===== config.mk =====
export PLATFORM = sky130hd
export DESIGN_NAME = mem_access_unit
export DESIGN_NICKNAME = d
export VERILOG_FILES = /design/src/rtl/mem_access_pkg.sv /design/src/rtl/mem_timeout_cnt.sv /design/src/rtl/mem_access_unit.sv
export SDC_FILE = /design/constraint.sdc
export NUM_CORES = 1
export LEC_CHECK = 0
export BUFFER_PORTS_ARGS = -buffer_cell sky130_fd_sc_hd__buf_2
export CAP_MARGIN = 20
export CORE_MARGIN = 2
export CORE_UTILIZATION = 35
export CTS_CLUSTER_SIZE = 12
export DETAILED_ROUTE_END_ITERATION = 8
export SYNTH_ARGS = -nofsm -noshare
export SYNTH_HDL_FRONTEND = slang
export SYNTH_SLANG_ARGS = --single-unit

===== constraint.sdc =====
create_clock -name clk_i -period 5.6 [get_ports clk_i]
set_input_delay 1.12 -clock clk_i [delete_from_list [all_inputs] [get_ports clk_i]]
set_output_delay 1.12 -clock clk_i [all_outputs]
set_load 0.03 [all_outputs]

===== src/rtl/mem_access_pkg.sv =====
// Shared types and constants for the memory access unit.
// Timeout support is enabled by defining MEM_ACCESS_TIMEOUT_EN.
package mem_access_pkg;

  typedef enum logic [1:0] {
    IDLE,
    ACCESS,
    RESP
  } state_t;

  localparam int TIMEOUT_CYCLES = 16;
  localparam int CNT_W = $clog2(TIMEOUT_CYCLES + 1);

endpackage


===== src/rtl/mem_timeout_cnt.sv =====
// Counts ACCESS cycles without an acknowledge.
// Only instantiated when MEM_ACCESS_TIMEOUT_EN is defined.
module mem_timeout_cnt
  import mem_access_pkg::*;
(
  input  logic clk_i,
  input  logic rst_i,
  input  logic clr,
  input  logic inc,
  output logic expired
);

  logic [CNT_W-1:0] cnt;

  always_ff @(posedge clk_i) begin
    if (rst_i) begin
      cnt <= '0;
    end else if (clr) begin
      cnt <= '0;
    end else if (inc) begin
      cnt <= cnt + 1'b1;
    end
  end

  // High during the last ACCESS cycle the memory is given to respond.
  assign expired = (cnt == CNT_W'(TIMEOUT_CYCLES - 1));

endmodule


===== src/rtl/mem_access_unit.sv =====
// EX->MEM->WB access unit: issues data-memory requests and retires.
// Define MEM_ACCESS_TIMEOUT_EN to enable the access timeout.
module mem_access_unit
  import mem_access_pkg::*;
(
  input  logic        clk_i,
  input  logic        rst_i,
  input  logic        valid_i,
  input  logic        MemRd_i,
  input  logic        MemWr_i,
  input  logic        MemToReg_i,
  input  logic        RegWrite_i,
  input  logic [31:0] addr_i,
  input  logic [31:0] wdata_i,
  input  logic [4:0]  rd_i,
  output logic        stall_o,
  output logic        dmem_req_o,
  output logic        dmem_we_o,
  output logic [31:0] dmem_addr_o,
  output logic [31:0] dmem_wdata_o,
  input  logic        dmem_ack_i,
  input  logic [31:0] dmem_rdata_i,
  output logic        wb_valid_o,
  output logic        wb_we_o,
  output logic [4:0]  wb_rd_o,
  output logic [31:0] wb_data_o,
  output logic        err_o
);

  state_t     state;
  logic [4:0] rd_q;
  logic       m2r_q;
  logic       rw_q;
  logic       xfer;
  logic       mem_op;
  logic       expired;

  assign stall_o = (state != IDLE);
  assign xfer    = valid_i & ~stall_o;
  assign mem_op  = MemRd_i | MemWr_i;

`ifdef MEM_ACCESS_TIMEOUT_EN
  mem_timeout_cnt u_cnt (
    .clk_i   (clk_i),
    .rst_i   (rst_i),
    .clr     (xfer & mem_op),
    .inc     ((state == ACCESS) & ~dmem_ack_i),
    .expired (expired)
  );

  always_ff @(posedge clk_i) begin
    if (rst_i) begin
      err_o <= 1'b0;
    end else begin
      err_o <= (state == ACCESS) & expired & ~dmem_ack_i;
    end
  end
`else
  assign expired = 1'b0;
  assign err_o   = 1'b0;
`endif

  always_ff @(posedge clk_i) begin
    if (rst_i) begin
      state        <= IDLE;
      dmem_req_o   <= 1'b0;
      dmem_we_o    <= 1'b0;
      dmem_addr_o  <= '0;
      dmem_wdata_o <= '0;
      wb_valid_o   <= 1'b0;
      wb_we_o      <= 1'b0;
      wb_rd_o      <= '0;
      wb_data_o    <= '0;
      rd_q         <= '0;
      m2r_q        <= 1'b0;
      rw_q         <= 1'b0;
    end else begin
      wb_valid_o <= 1'b0;
      unique case (state)
        IDLE: begin
          if (xfer && mem_op) begin
            state        <= ACCESS;
            dmem_req_o   <= 1'b1;
            dmem_we_o    <= MemWr_i & ~MemRd_i;
            dmem_addr_o  <= addr_i;
            dmem_wdata_o <= wdata_i;
            rd_q         <= rd_i;
            m2r_q        <= MemToReg_i;
            rw_q         <= RegWrite_i;
          end else if (xfer) begin
            wb_valid_o <= 1'b1;
            wb_we_o    <= RegWrite_i;
            wb_rd_o    <= rd_i;
            wb_data_o  <= addr_i;
          end
        end
        ACCESS: begin
          if (dmem_ack_i || expired) begin
            state      <= RESP;
            dmem_req_o <= 1'b0;
            dmem_we_o  <= 1'b0;
            wb_valid_o <= 1'b1;
            wb_rd_o    <= rd_q;
            // Stores and timed-out accesses never write the register file.
            wb_we_o    <= rw_q & ~dmem_we_o & dmem_ack_i;
            wb_data_o  <= (m2r_q && dmem_ack_i) ? dmem_rdata_i
                                                : dmem_addr_o;
          end
        end
        RESP: begin
          state <= IDLE;
        end
        default: begin
          state <= IDLE;
        end
      endcase
    end
  end

endmodule


* After elaboration in Yosys (flattened, before gate mapping) *
Cells that the tools add are included.

storage, ports and cells
  register bits = 114
  latch bits = 0
  memory bits (writable) = 0
  memory bits (read-only) = 0
  input bits = 109
  output and inout bits = 107
  logic and storage cells = 59
  memories kept = 0

cells by class
  add/sub/neg operators = 0
  $mul = 0
  div/mod/pow operators = 0
  magnitude comparators = 0
  equal/unequal tests = 5
  shift operators = 0
  multiplexer cells = 25
  bitwise gates (word level) = 8
  reductions and logical operators = 9

operators by type and width
  cell                                                  count
  2-to-1 mux 32 bit                                     4
  one-hot mux 32 bit (2 select lines)                   1
  2-to-1 mux 5 bit                                      3
  one-hot mux 5 bit (2 select lines)                    1
  2-to-1 mux 1 bit                                      9
  != test 2 bit (second input constant)                 4
  one-hot mux 1 bit (2 select lines)                    4
  bitwise AND 1 bit                                     4
  2-to-1 mux 2 bit                                      2
  one-hot mux 2 bit (2 select lines)                    1
  AND reduction 2 bit                                   2
  AND reduction 4 bit                                   1
  nonzero test 2 bit                                    2
  inverter 1 bit                                        3
  AND reduction 3 bit                                   1
  equality test 2 x 1 -> 1 bit (second input constant)  1
  logical AND 1 bit                                     2
  zero test 2 bit                                       1
  OR 1 bit                                              1

* Longest topological paths before layout *
Gate-level depths: netlist of the first run.

  word-level depth = 6
  depth in mapped cells = 6
  gate-level depth less buffers = 4

* Worst setup path before layout of the first run *
No wires, ideal clock.

  path kind = input-to-reg
  from = input port MemWr_i
  to = register wb_data_o[10]
  library setup time = 0.088 ns
  arrival = 2.517 ns
  data required time = 5.512 ns
  setup slack = 2.995 ns
  cell stages on the path = 5
  buffers on the path = 2
  path through = or4b_1 -> buf_6 -> a211o_4 -> buf_6 -> o32ai_2

on the way
  longest elaborated chain between the ends = 4

ends and longest elaborated chain
  what                                  line                    text
  from (decl)                           mem_access_unit.sv:10   input logic MemWr_i,
  OR 1 bit                              mem_access_unit.sv:40   assign mem_op = MemRd_i | MemWr_i;
  logical AND 1 bit                     mem_access_unit.sv:81   if (xfer && mem_op) begin
  != test 2 bit (no source line)        --
  AND reduction 4 bit (no source line)  --
  to (signal assigned)                  mem_access_unit.sv:94   wb_data_o <= addr_i;
  to (signal assigned)                  mem_access_unit.sv:106  wb_data_o <= (m2r_q && dmem_ack_i) ? dmem_rdata_i
  to (decl)                             mem_access_unit.sv:26   output logic [31:0] wb_data_o,

No other way between the ends.
A chain may end at the register's enable or synchronous reset.

* Worst setup path in the final report of the first run *
  from = register state[1]
  to = output port stall_o

on the way
  longest elaborated chain between the ends = 1

ends and longest elaborated chain
  what                    line                   text
  from (decl)             mem_access_unit.sv:30  state_t state;
  from (signal assigned)  mem_access_unit.sv:65  state <= IDLE;
  from (signal assigned)  mem_access_unit.sv:82  state <= ACCESS;
  from (signal assigned)  mem_access_unit.sv:99  state <= RESP;
  nonzero test 2 bit      mem_access_unit.sv:38  assign stall_o = (state != IDLE);
  to (decl)               mem_access_unit.sv:16  output logic stall_o,

No other way between the ends.

==> out/results.tsv, run 1 <==
stage	metric	value	unit
global_routing	first-pass GRT wire length	27400	um
global_routing	initial antenna violation count	0	
sta	maximum clock frequency	318	MHz
detailed_routing	routed wire length	17300	um
cells_and_area	n_diodes	0	
sta	Final WS setup	2.45	ns
placed_design	dpl hpwl	11100	um
detailed_routing	DRC viols	0	
global_routing	vias in the first global route	5266	
pwr	switching power	0.000680	W
die	Die W	125	um
sta	clock skew	0.00560	ns
yosys	synthesis-stage register bit count	114	
yosys	post-synth net total	714	
yosys	Mean Syn Cell Area	8.53	um^2
cts	root buffer cell	clkbuf_16	
cells_and_area	P&R area growth vs syn	33.4	%
sta	Final Cycle Share	0.562	
pwr	Net Sw Frac	0.287	
cts	Sink Count	114	
min_path	Hold Crit Class	reg -> reg	
detailed_routing	initial drt markers	497	
flow_run	MaxCap Viol Count	0	
worst_setup_path	CP endpoint kind	output port	
die	placement row count	44	
cts	CTS H-tree lvls	4	
cts	Num CTS Buffers	17	
yosys	synth unique cells	34	
sta	RSZ-0062 raised after global routing	false	
worst_setup_path	startpoint types	register	
sta	Slew @ Worst Pin	0.974	ns
yosys	Synth Cell Area	5160	um^2
cells_and_area	Final Instance Area	6890	um^2
pwr	Max VDD drop	0.178	mV
sta	Setup TNS	0	ns
cells_and_area	layout cells sized above 1	0.369	
cts	worst skew pair latency	0.40	ns
pwr	internal power	0.00169	W
yosys	Mapped Cells	605	
placed_design	PortBufs	214	
sta	Final Max Slew Viols	0	
cts	Longest Clk Path Bufs	2	
min_path	hold_sp	wb_data_o[31]	
worst_setup_path	Critical Setup Path Class	reg -> out	
worst_setup_path	Data required, critical path	4.48	ns
sta	final hold vios	0	
pwr	Sequential Power Share	0.381	
die	core area	14500	um^2
die	Die Span Y	125	um
detailed_routing	routed vias	5431	
die	io pins	216	
worst_setup_path	CP max FO	45	
cts	Hold-fix buffers, CTS	0	
cts	CTS tree	built	
die	die area	15700	um^2
worst_setup_path	arrival time worst endpoint	2.03	ns
cts	register clock-pin slew on the reported worst setup and hold paths	0.05	ns
cells_and_area	fin util	0.476	
detailed_routing	Via density	5.56	
worst_setup_path	r2r setup slk	2.91	ns
placed_design	Post-DP Area	6290	um^2
min_path	Endpoint, Worst Hold	wb_data_o[31]	
pwr	Clk pwr share	0.438	
cells_and_area	nets	889	
sta	minimum clock period	3.15	ns
detailed_routing	WL per Instance	17.7	um
global_routing	GRT overflow	0	
outcome	outcome	completed	
yosys	Ys Warns	0	
global_routing	GRT Util Overall	0.215	
sta	Slew HR	0.350	
min_path	Hold Path Stages	2	
worst_setup_path	Crit Reg-Reg Startpoint	m2r_q	
placed_design	Post-Place Worst Slack	2.37	ns
detailed_routing	DRT Pass-1 Iters	5	
placed_design	GPL Wtd Cong	0.819	
cts	postcts setup bufs	0	
pwr	pwr dens	344	nW/um^2
worst_setup_path	worst reg2reg path endpoint	wb_data_o[4]	
die	initial core utilization	0.357	
pwr	Comb pwr share	0.181	
pwr	Leakage	3.07	nW
cts	Post-CTS Resized	0	
sta	final setup violation count	0	
worst_setup_path	Worst Reg-to-Reg Cells	4	
detailed_routing	remaining antenna violation count	0	
yosys	post-synthesis sequential area ratio	0.442	
global_routing	pin count of the biggest net entering global routing	75	
cells_and_area	fill count	1404	
==> worst max-delay path by stage <==
stage,start,endpoint,slack (ns),cells after the start
after CTS,state[1],stall_o,2.20,3
after detailed placement,dmem_ack_i,wb_data_o[4],2.37,5
final,state[1],stall_o,2.45,4
after floorplan,MemWr_i,wb_data_o[10],3.00,5
after global placement,dmem_ack_i,wb_data_o[27],2.25,4
after global routing,state[0],stall_o,2.32,4
==> synth_stat cells <==
cell,count,area share
a211o_4,1,0.0034
nand3b_1,1,0.0015
nor2_1,36,0.026
nand3_1,71,0.069
nor4_1,1,0.0012
clkbuf_1,52,0.038
buf_2,3,0.0029
o21a_1,1,0.0015
mux2_2,5,0.011
a311oi_1,1,0.0017
nor2b_1,2,0.0024
o211ai_1,1,0.0015
buf_6,4,0.0087
o32ai_2,29,0.091
inv_1,38,0.028
a211oi_1,42,0.061
o21ai_0,71,0.069
or4b_1,1,0.0019
nand4b_1,2,0.0034
a21o_1,1,0.0015
buf_4,1,0.0015
buf_1,7,0.0051
dfxtp_1,114,0.44
a221oi_1,1,0.0017
a21oi_1,75,0.073
a22oi_1,1,0.0015
o21ai_1,1,0.00097
clkinv_1,1,0.00073
a2bb2oi_1,1,0.0017
o32ai_1,3,0.0051
nand2_1,3,0.0022
nand2b_1,1,0.0012
and3_1,32,0.039
conb_1,1,0.00073
==> routing by layer <==
| layer | wire (um) | up-vias | global-route usage |
|---|---|---|---|
| li1 | - | 2546 | - |
| met1 | 7370 | 2607 | 0.263 |
| met2 | 8290 | 262 | 0.364 |
| met3 | 1480 | 16 | 0.0723 |
| met4 | 146 | 0 | 0.0529 |
| met5 | 0 | - | 0 |
==> worst max-delay path, cell delays in order (launching register included) <==
cell and delay, ns:
dfxtp_1 0.63, nor2_4 0.08, inv_2 0.38, buf_12 0.27, buf_2 0.23
==> logic make-up (layout without fill, tap and decap cells) <==
family	after synthesis	in the layout	synth area share
AOI/OAI and AO/OA	229	229	0.314
other	1	1	0.000726
DFF	114	114	0.442
and+or+nand+nor	150	150	0.148
muxes	5	5	0.0109
buffers and inverters	106	293	0.0843
==> flip-flops by register name, summed over array words and instances, names as in the netlist <==
| name | count |
|---|---|
| wb_data_o | 32 |
| dmem_wdata_o | 32 |
| rw_q | 1 |
| dmem_we_o | 1 |
| wb_we_o | 1 |
| state | 2 |
| wb_valid_o | 1 |
| wb_rd_o | 5 |
| rd_q | 5 |
| m2r_q | 1 |
| dmem_req_o | 1 |
| dmem_addr_o | 32 |
==> stage by stage <==
stage               total power [W]  hold WS, ns  instances
global route                0.00247        0.481        976
finish                      0.00237        0.450        976
detailed placement          0.00134        0.445        944
CTS                         0.00239        0.453        975
floorplan                   0.00120        0.450        605
global placement            0.00133        0.441        943
==> power groups by stage <==
| stage | combinational, W | sequential, W | clock, W |
|---|---|---|---|
| floorplan | 0.000191 | 0.00100 | 0 |
| global placement | 0.000415 | 0.000917 | 0 |
| detailed placement | 0.000424 | 0.000919 | 0 |
| CTS | 0.000426 | 0.000903 | 0.00106 |
| global route | 0.000462 | 0.000909 | 0.00110 |
| finish | 0.000429 | 0.000904 | 0.00104 |
==> final cells by class <==
type,instances,area [um^2],area share
flip-flops and latches,114,2280,0.331
well taps,184,230,0.0334
clock buffers,27,533,0.0774
inverters,39,146,0.0213
clock inverters,4,45.0,0.00654
multi-input cells,385,2480,0.360
repair buffers,223,1170,0.170
==> layout by cell type (no fill, tap or decap), types with 5 or more instances in the layout <==
| master | instances |
|---|---|
| inv_1 | 38 |
| dfxtp_1 | 114 |
| buf_2 | 214 |
| a211oi_1 | 42 |
| clkbuf_8 | 7 |
| nor2_1 | 35 |
| nand3_1 | 71 |
| mux2_2 | 5 |
| clkbuf_16 | 17 |
| and3_1 | 32 |
| buf_4 | 7 |
| o32ai_2 | 29 |
| o21ai_0 | 71 |
| a21oi_1 | 74 |
No activity file was read; power rests on OpenSTA's default activity.
==> inputs of run 2 (changes only) <==
clock period = 3.2 ns   (was 5.6 ns; I/O delays follow)
==> run 2 against run 1 <==
Compared with the run above:
- sequential cell count stayed put
- critical path depth down 1
- cell area increased by 0.20%
- hold slack gained 0.0037 ns
- non-clock buffer count rose by 5
- largest power group unchanged
- die area did not move
- clock power rose by 74%
- setup slack lost 1.8 ns
- clock-buffer cell count up 1
- sequential power rose by 74%
- via count is 2.0% lower
- combinational power increased by 77%
==> out/results.tsv, run 2 (synthesis results as in run 1) <==
stage	metric	value	unit	change
outcome	outcome	completed		
sta	minimum clock period	2.58	ns	
cts	register clock-pin slew on the reported worst setup and hold paths	0.05	ns	about the same
die	placement row count	44		unchanged
detailed_routing	Via density	5.42		-2.6%
detailed_routing	initial drt markers	313		-37%
global_routing	first-pass GRT wire length	27200	um	-0.90%
detailed_routing	WL per Instance	17.5	um	-1.4%
cts	Post-CTS Resized	0		unchanged
die	die area	15700	um^2	unchanged
cts	worst skew pair latency	0.41	ns	about the same
die	io pins	216		unchanged
cells_and_area	nets	894		+0.56%
sta	Final Max Slew Viols	0		unchanged
detailed_routing	remaining antenna violation count	0		unchanged
cells_and_area	commonest non-fill, non-tap cell in the layout	buf_2		
placed_design	PortBufs	214		unchanged
sta	Slew @ Worst Pin	0.835	ns	-0.139 ns
cts	Num CTS Buffers	17		unchanged
detailed_routing	routed wire length	17200	um	-0.72%
global_routing	GRT Util Overall	0.215		about the same
cts	CTS H-tree lvls	4		unchanged
sta	maximum clock frequency	387	MHz	
sta	Slew HR	0.443		+0.0937
min_path	Hold Crit Class	reg -> reg		
cells_and_area	fill count	1420		+1.1%
worst_setup_path	CP endpoint kind	output port		
die	Die W	125	um	unchanged
cells_and_area	layout cells sized above 1	0.371		+0.00224
pwr	Leakage	3.08	nW	+0.37%
worst_setup_path	CP max FO	37		-18%
sta	RSZ-0062 raised after global routing	false		
cells_and_area	fin cells	983		+0.72%
detailed_routing	DRT Pass-1 Iters	4		-1
sta	clock skew	0.00593	ns	+0.000327 ns
die	initial core utilization	0.357		unchanged
placed_design	Post-Place Worst Slack	0.619	ns	-1.75 ns
pwr	pwr dens	601	nW/um^2	+74%
detailed_routing	DRC viols	0		unchanged
cts	CTS tree	built		
flow_run	MaxCap Viol Count	0		unchanged
worst_setup_path	Critical Setup Path Class	reg -> out		
worst_setup_path	Data required, critical path	2.56	ns	-1.92 ns
sta	Final Cycle Share	0.807		
worst_setup_path	startpoint types	register		
global_routing	GRT overflow	0		unchanged
sta	Setup TNS	0	ns	unchanged
placed_design	Placed Cells	950		+0.64%
cells_and_area	P&R area growth vs syn	33.7	%	
global_routing	vias in the first global route	5140		-2.4%
pwr	Max VDD drop	0.290	mV	+63%
cts	Longest Clk Path Bufs	2		unchanged
sta	Final WS setup	0.616	ns	-1.84 ns
sta	final setup violation count	0		unchanged
cts	Sink Count	114		unchanged
cells_and_area	Top Registers	dmem_addr_o x32, dmem_wdata_o x32, wb_data_o x32		
placed_design	dpl hpwl	11700	um	+5.4%
cts	Hold-fix buffers, CTS	0		unchanged
global_routing	initial antenna violation count	2		+2
worst_setup_path	arrival time worst endpoint	1.94	ns	-0.09 ns
cts	root buffer cell	clkbuf_16		
cts	postcts setup bufs	0		unchanged
detailed_routing	routed vias	5325		-2.0%
cells_and_area	most frequent cells in the layout	buf_2, dfxtp_1, a21oi_1, nand3_1, o21ai_0		
sta	final hold vios	0		unchanged
die	Die Span Y	125	um	unchanged
die	core area	14500	um^2	unchanged
placed_design	GPL Wtd Cong	0.827		+0.96%
global_routing	pin count of the biggest net entering global routing	75		unchanged
## run 2: layout make-up
cell class / count / area [um^2] / share of cell area
Timing Repair Buffer: 228 / 1190 / 0.172
Sequential cell: 114 / 2280 / 0.331
Inverter: 39 / 146 / 0.0212
Clock inverter: 4 / 45.0 / 0.00653
Clock buffer: 28 / 527 / 0.0763
Antenna cell: 1 / 2.50 / 0.000363
Multi-Input combinational cell: 385 / 2480 / 0.359
Tap cell: 184 / 230 / 0.0334
## run 2: worst paths after layout
path / cells after the start / slack [ns] / end / from
worst max-delay path: 3 / 0.62 / stall_o / state[1]
worst min-delay path: 2 / 0.45 / wb_data_o[31] / wb_data_o[31]
worst max register to register: 4 / 1.06 / wb_data_o[12] / state[1]
worst min register to register: 2 / 0.45 / wb_data_o[31] / wb_data_o[31]
## run 2: critical path: stages, from the launching register on
cell and delay (ns):
dfxtp_1 0.69, nor2_4 0.08, inv_2 0.44, buf_2 0.30
## run 2: per-layer routing
| metal | up-vias | part of all wire | track usage |
|---|---|---|---|
| met1 | 2533 | 0.44 | 0.266 |
| met2 | 199 | 0.47 | 0.353 |
| met3 | 27 | 0.069 | 0.0638 |
| met5 | - | 0.0010 | 0 |
| li1 | 2564 | - | - |
| met4 | 2 | 0.020 | 0.0797 |
## run 2: through the flow
stage               utilization  hold WS [ns]  power (W)  cell area (um^2)
finish                    0.477         0.454    0.00414              6900
detailed placement        0.437         0.448    0.00236              6330
floorplan                     -         0.450    0.00209              5160
CTS                       0.476         0.455    0.00418              6900
global route              0.476         0.475    0.00431              6900
global placement          0.437         0.442    0.00234              6330
## run 2: power by group
group	total (W)	switching, W	internal (W)	leakage (nW)
combinational	0.000759	0.000515	0.000245	1.87
clock	0.00181	0.000627	0.00119	0.284
sequential	0.00157	0.0000552	0.00152	0.933
total	0.00414	0.00120	0.00295	3.08
==> inputs of run 3 (changes only) <==
clock period = 2.5 ns   (was 3.2 ns; I/O delays follow)
==> run 3 against run 2 <==
Compared with the run above:
- via count grew 1.8%
- critical path depth is the same
- cell area grew 1.4%
- sequential share of layout area shrank 0.44 points
- hold slack lost 0.13 ns
- routed wire length grew 2.8%
- register-to-register slack lost 0.49 ns
- final cell count grew 0.51%
- critical path type unchanged
==> out/results.tsv, run 3 (synthesis results as in run 1) <==
stage	metric	value	unit	change
flow_run	MaxCap Viol Count	0		unchanged
placed_design	GPL Wtd Cong	0.824		-0.30%
die	Die Span Y	125	um	unchanged
worst_setup_path	startpoint types	register		
global_routing	initial antenna violation count	1		-1
cts	postcts setup bufs	0		unchanged
global_routing	vias in the first global route	5521		+7.4%
sta	final hold vios	0		unchanged
detailed_routing	routed vias	5422		+1.8%
worst_setup_path	CP max FO	17		-54%
cells_and_area	layout cells sized above 1	0.380		+0.00890
cts	CTS tree	built		
pwr	Max VDD drop	0.369	mV	+27%
cells_and_area	fin cells	988		+0.51%
die	io pins	216		unchanged
sta	Final Max Slew Viols	0		unchanged
placed_design	Post-Place Worst Slack	0.286	ns	-0.333 ns
outcome	outcome	completed		
sta	Slew @ Worst Pin	0.828	ns	-0.00696 ns
placed_design	PortBufs	214		unchanged
pwr	pwr dens	798	nW/um^2	+33%
cells_and_area	Final Instance Area	6990	um^2	+1.4%
sta	Final Cycle Share	0.868		
global_routing	pin count of the biggest net entering global routing	75		unchanged
worst_setup_path	cells along the critical path	nor2_4, inv_2, buf_2		
cts	CTS H-tree lvls	4		unchanged
cts	Num CTS Buffers	17		unchanged
worst_setup_path	CP endpoint kind	output port		
placed_design	Post-DP Area	6360	um^2	+0.59%
cts	register clock-pin slew on the reported worst setup and hold paths	0.06	ns	about the same
detailed_routing	DRT Pass-1 Iters	6		+2
worst_setup_path	crit path max-delay cell type	dfxtp_1		
die	initial core utilization	0.357		unchanged
cells_and_area	P&R area growth vs syn	35.5	%	
sta	final setup violation count	0		unchanged
sta	Final WS setup	0.331	ns	-0.286 ns
worst_setup_path	Critical Setup Path Class	reg -> out		
worst_setup_path	arrival time worst endpoint	1.67	ns	-0.27 ns
sta	Setup TNS	0	ns	unchanged
cells_and_area	nets	899		+0.56%
sta	clock skew	0.00661	ns	+0.000681 ns
sta	minimum clock period	2.17	ns	
detailed_routing	DRC viols	0		unchanged
sta	RSZ-0062 raised after global routing	false		
detailed_routing	remaining antenna violation count	0		unchanged
placed_design	dpl hpwl	11800	um	+0.80%
cells_and_area	Top Registers	dmem_addr_o x32, dmem_wdata_o x32, wb_data_o x32		
cts	worst skew pair latency	0.42	ns	about the same
detailed_routing	routed wire length	17600	um	+2.8%
cts	Post-CTS Resized	0		unchanged
cells_and_area	fill count	1419		-0.070%
sta	Slew HR	0.448		+0.00464
cts	root buffer cell	clkbuf_16		
cts	Sink Count	114		unchanged
die	placement row count	44		unchanged
cells_and_area	commonest non-fill, non-tap cell in the layout	buf_2		
detailed_routing	initial drt markers	281		-10%
cells_and_area	fin util	0.483		+0.00648
die	Die W	125	um	unchanged
die	die area	15700	um^2	unchanged
global_routing	GRT Util Overall	0.222		+0.00755
global_routing	GRT overflow	0		unchanged
cells_and_area	most frequent cells in the layout	buf_2, dfxtp_1, a21oi_1, nand3_1, o21ai_0		
worst_setup_path	Critical Path Max Stage Delay	0.66	ns	-0.03 ns
die	core area	14500	um^2	unchanged
pwr	Leakage	3.13	nW	+1.7%
min_path	Hold Crit Class	in -> reg		
detailed_routing	WL per Instance	17.9	um	+2.2%
placed_design	Placed Cells	955		+0.53%
global_routing	first-pass GRT wire length	28200	um	+3.9%
cts	Longest Clk Path Bufs	2		unchanged
worst_setup_path	Data required, critical path	2.00	ns	-0.56 ns
cts	Hold-fix buffers, CTS	0		unchanged
sta	maximum clock frequency	461	MHz	
detailed_routing	Via density	5.49		+1.3%
-- run 3: cell types whose count changed in the layout (fill, tap and decap cells not counted) --
| cell | previous run | this run |
|---|---|---|
| buf_4 | 13 | 18 |
| clkbuf_1 | 5 | 1 |
| bufinv_16 | 1 | 4 |
| clkbuf_8 | 6 | 3 |
| clkinv_2 | 3 | 6 |
| clkinvlp_4 | 0 | 1 |
-- run 3: final timing paths --
path | from | end | slack, ns | cells past startpoint
worst max-delay path | state[1] | stall_o | 0.33 | 3
worst min-delay path | wdata_i[26] | dmem_wdata_o[26] | 0.33 | 3
worst max register to register | state[0] | wb_data_o[19] | 0.57 | 3
worst min register to register | wb_data_o[1] | wb_data_o[1] | 0.46 | 2
-- run 3: power breakdown --
group	total [W]	switching [W]	internal, W
sequential	0.00201	0.0000758	0.00194
clock	0.00259	0.000854	0.00173
combinational	0.000982	0.000661	0.000320
total	0.00558	0.00159	0.00399
-- run 3: area by class of cell --
type	count	area (um^2)	area share
Timing Repair Buffer	233	1230	0.175
Inverter	39	146	0.0209
Multi-Input combinational cell	385	2480	0.354
Clock buffer	21	470	0.0673
Clock inverter	11	158	0.0225
Sequential cell	114	2280	0.326
Antenna cell	1	2.50	0.000358
Tap cell	184	230	0.0329
-- run 3: per-stage QoR --
step / total power (W) / hold WS (ns)
2_1_floorplan: 0.00268 / 0.450
3_3_place_gp: 0.00301 / 0.443
3_5_place_dp: 0.00304 / 0.450
4_1_cts: 0.00562 / 0.319
5_1_grt: 0.00579 / 0.330
6_report: 0.00558 / 0.328
-- run 3: metal layers --
layer  share of wire  routed length (um)  vias to the layer above  track usage
met5               0                   0                        -            0
met4           0.018                 316                        0       0.0850
met2            0.49                8570                      211        0.380
met3           0.076                1350                       25       0.0642
li1                -                   -                     2560            -
met1            0.42                7410                     2626        0.263
-- run 3: worst max-delay path, delay by kind of cell, from the launching register on --
family / cells / cell delay (ns)
flops: 1 / 0.66
buf+inv: 2 / 0.51
simple gates: 1 / 0.08
